[config.mk]
export PLATFORM = sky130hd
export DESIGN_NAME = accu_window_ctrl
export DESIGN_NICKNAME = d
export VERILOG_FILES = /design/src/rtl/accu_window_ctrl.sv
export SDC_FILE = /design/constraint.sdc
export NUM_CORES = 1
export LEC_CHECK = 0
export ABC_AREA = 1
export BUFFER_PORTS_ARGS = -buffer_cell sky130_fd_sc_hd__buf_2
export CORE_MARGIN = 5
export CORE_UTILIZATION = 41
export DETAILED_ROUTE_END_ITERATION = 8
export PLACE_DENSITY = 0.88
export SYNTH_ARGS = -nofsm -noshare
export SYNTH_HDL_FRONTEND = slang
export SYNTH_SLANG_ARGS = --single-unit
[constraint.sdc]
create_clock -name clk -period 1.96 [get_ports clk]
set_input_delay 0.098 -clock clk [delete_from_list [all_inputs] [get_ports clk]]
set_output_delay 0.098 -clock clk [all_outputs]
set_load 0.005 [all_outputs]
[src/rtl/accu_window_ctrl.sv]
// Sequencing controller for the windowed accumulator: clears it per window, gates its
// enable per accepted sample, and hands the finished sum out over a valid/ready port.
module accu_window_ctrl #(
  parameter int DATA_W = 37,
  parameter int WINDOW = 50,
  parameter int CNT_W  = 6
) (
  input  logic              clk,
  input  logic              rst,
  input  logic              start,
  input  logic              cont,
  input  logic              abort,
  input  logic              s_valid,
  input  logic [DATA_W-1:0] s_data,
  output logic              s_ready,
  output logic              accu_clr,
  output logic              accu_en_n,
  output logic [DATA_W-1:0] accu_din,
  input  logic [DATA_W:0]   accu_dout,
  output logic              m_valid,
  output logic [DATA_W:0]   m_data,
  input  logic              m_ready,
  output logic              busy,
  output logic [CNT_W-1:0]  win_cnt
);

  typedef enum logic [2:0] {
    S_IDLE, S_CLEAR, S_ACCUM, S_CAPTURE, S_OUT
  } state_t;

  localparam logic [CNT_W-1:0] LAST = CNT_W'(WINDOW - 1);

  state_t            r_state;
  logic [CNT_W-1:0]  r_cnt;
  logic              r_m_valid;
  logic [DATA_W:0]   r_m_data;
  logic              w_acc;

  // abort blocks acceptance in the same cycle so the accumulator never sees a stray sample
  assign s_ready   = (r_state == S_ACCUM) & ~abort;
  assign w_acc     = s_valid & s_ready;
  assign accu_en_n = ~w_acc;
  assign accu_din  = s_data;
  assign accu_clr  = ~rst & (abort | (r_state == S_CLEAR));
  assign busy      = (r_state != S_IDLE);
  assign win_cnt   = r_cnt;
  assign m_valid   = r_m_valid;
  assign m_data    = r_m_data;

  always_ff @(posedge clk or posedge rst) begin
    if (rst) begin
      r_state   <= S_IDLE;
      r_cnt     <= '0;
      r_m_valid <= 1'b0;
      r_m_data  <= '0;
    end else if (abort) begin
      r_state   <= S_IDLE;
      r_cnt     <= '0;
      r_m_valid <= 1'b0;
    end else begin
      case (r_state)
        S_IDLE: begin
          if (start) r_state <= S_CLEAR;
        end
        S_CLEAR: begin
          r_cnt   <= '0;
          r_state <= S_ACCUM;
        end
        S_ACCUM: begin
          if (w_acc) begin
            r_cnt <= r_cnt + 1'b1;
            if (r_cnt == LAST) r_state <= S_CAPTURE;
          end
        end
        S_CAPTURE: begin
          // accumulator has one cycle of latency, so dout already holds the last sample here
          r_m_data  <= accu_dout;
          r_m_valid <= 1'b1;
          r_state   <= S_OUT;
        end
        S_OUT: begin
          if (m_ready) begin
            r_m_valid <= 1'b0;
            r_state   <= cont ? S_CLEAR : S_IDLE;
          end
        end
        default: r_state <= S_IDLE;
      endcase
    end
  end

endmodule

==> results.ini <==
[final_layout]
drive_above_1_share_pct=53.9
areaGrowthSynthToFinish_pct=16.5
register_area_mm2=0.00120
stdcell_area_mm2=0.00272
fillers=520
fin_nets=351
multi_input_area_um2=766
final_cells=339
diodes=0

[power_and_ir_drop]
ir_drop_v=0.000545
p_leak_nw=1.49
power_density_mw_per_mm2=1190
p_total_mw=3.25

[synth]
synth_top_family_by_area=multiplexers
avgSynthCellArea_um2=11.4
synth_top_area_cell=dfrtp_1
yosysWarnings=0
syn-cell-area_mm2=0.00234
synth.mux.area_fraction_pct=19.8
syn-instance-count=205
synth_common_cells=dfrtp_1, buf_4, mux2_2, nand2_1, inv_1
synth_flop_cell=dfrtp_1
synth_compound_area_share_pct=2.09
syn-num-nets=289
synth-xor-area-share_pct=0.375
ys_seq_elements=48
yosysSeqAreaShare_pct=51.4
synth_top_area_share_pct=51.4
synth_edf_count=0
synth.most_common_cell=dfrtp_1
async_flop_share_pct=100
synth_area_leaders=dfrtp_1, mux2_2, buf_4
synthAdderAreaFrac_pct=1.07
yosysUniqueCellTypes=21
yosys.area_share.simple_pct=9.48

[sta]
rsz0062_at_grt=no
fin_tns_setup_ns=0
fin_ws_ns=0.307
worst_pin_slew_ns=0.406
hold_violations=0
timing.fmax_mhz=605
period_share_pct=84.3
finalMaxSlewViolations=0
layout_min_cycle_time_ns=1.65
setup_viol=0
slew_headroom_pct=72.9
fin_skew_ns=0.00299

[worst_setup_path]
r2r-start=r_state[1]
start_kind=register
cp.arrival_ns=1.55
ff2ff_path_depth=5
crit_fanout=5
worstSetupPathType=reg -> out
slowest_stage=dfrtp_1
max_stage_delay_ns=0.44
ff2ff_setup_slack_ns=0.55
cp.required_ns=1.86
startpoint=r_state[0]
timing.rr.end=m_data[23]
path_cells=inv_1, nand3_1, nor2_1, nand2_1, buf_2
crit_path_end=accu_en_n
crit_path_end_kind=output port

[placed_design]
dp_slack_ns=0.556
finalWeightedCongestion=0.851
dpl.cell_count=330
io_buffers=93
dpl.hpwl_um=3980
post_dp_cell_area_mm2=0.00261

[die]
num_rows=27
dieArea_mm2=0.00731
fp.dieH_um=85.5
io_pins=168
core_area_mm2=0.00554
dieWidth_um=85.5
start_util_pct=42.2

[global_routing]
grt_overflow=0
grt_max_degree=40
grt_pass1_wl_um=8130
grt_use_total_pct=13.7
antenna_found_initial=0
grt_pass1_vias=1776

[drt]
wl_per_cell_um=14.8
drt_first_iter_violations=93
ant_nets=0
first_pass_iters=4
vias=1658
routed_via_density=4.89
drc=0
routed_wl_um=5030

[clock_network]
cts.sinks=48
clkLatencyLatePin_ns=0.28
cts_htree_levels=2
cts_resized=0
cts_tree=done
numCtsBuffers=5
clockBufferDepth=2
path_clk_slew_ns=0.08
post_cts_buffers=0
clockRootBuffer=clkbuf_8

[outcome]
status=finished clean

[flow_run]
maxCapViolCount=0

[worst_hold_path]
hold_path.class=in -> reg

==> worst max-delay path, delay by kind of cell (launching register included) <==
family	cells	cell delay (ns)
AND/OR/NAND/NOR	3	0.57
buffers and inverters	2	0.27
flip-flops	1	0.44
==> cells in the final DEF, fill, tap and decap left out <==
master	synthesis	layout
nand2_2	2	2
inv_1	14	13
buf_4	37	1
mux2_4	9	9
clkbuf_8	0	7
dlygate4sd3_1	0	2
a21oi_1	3	3
nand4_1	6	6
buf_2	2	93
nand2_1	21	21
dfrtp_1	48	48
nor2_1	10	10
o21ai_0	4	4
o21bai_1	1	1
mux2_2	29	29
xnor2_1	1	1
o22ai_1	1	1
buf_12	0	1
inv_2	1	2
nor3_1	3	3
ha_1	2	2
nand3_1	8	8
==> logic make-up (layout without fill, tap and decap cells) <==
kind of cell | after synthesis | after routing
AND/OR/NAND/NOR | 50 | 50
buffers and inverters | 57 | 119
multiplexers | 38 | 38
adder cells (fa/ha/maj) | 2 | 2
XOR/XNOR | 1 | 1
flip-flops | 48 | 48
AO/OA/AOI/OAI | 9 | 9
==> layer usage <==
metal	up-vias	part of all wire [%]	global-route usage, %
li1	754	-	-
met1	814	35	13.5
met2	70	55	25.8
met3	20	8.2	4.32
met4	0	1.8	6.19
met5	-	0	0
==> flip-flops by register name, indices dropped and copies added, names as in the netlist <==
name,count
m_data,38
win_cnt,6
r_state,3
m_valid,1
==> timing repair <==
item,in CTS,in global routing
hold buffers,2,0
endpoints found under the hold margin,20,0
setup endpoints to repair,0,0
==> how the worst min path moves through the flow <==
stage / end / depth (start not counted) / start
floorplan: m_valid / 1 / m_ready
global placement: m_data[9] / 2 / rst
detailed placement: m_data[9] / 2 / rst
CTS: m_data[1] / 2 / accu_dout[1]
global route: m_data[20] / 2 / accu_dout[20]
finish: m_data[11] / 2 / accu_dout[11]
==> metrics by stage <==
stage	utilization [%]	hold slack [ns]
3_3_place_gp	47.0	0.126
6_report	49.1	0.0351
2_1_floorplan	-	0.182
4_1_cts	49.1	0.0221
3_5_place_dp	47.0	0.132
5_1_grt	49.1	0.0199
==> final cells by class <==
cell class | count | share of cell area [%]
flip-flops and latches | 48 | 44.1
repair buffers | 97 | 18.8
multi-input cells | 100 | 28.1
inverters | 15 | 2.07
clock buffers | 7 | 3.54
well taps | 72 | 3.31
==> report_power, final <==
group          switching [mW]  leakage [nW]  internal, mW
registers               0.200         0.607          1.38
logic                   0.409         0.832         0.645
clock network           0.298        0.0503         0.314
total                   0.907          1.49          2.34
Note: power is estimated with default switching activity, not from simulation.
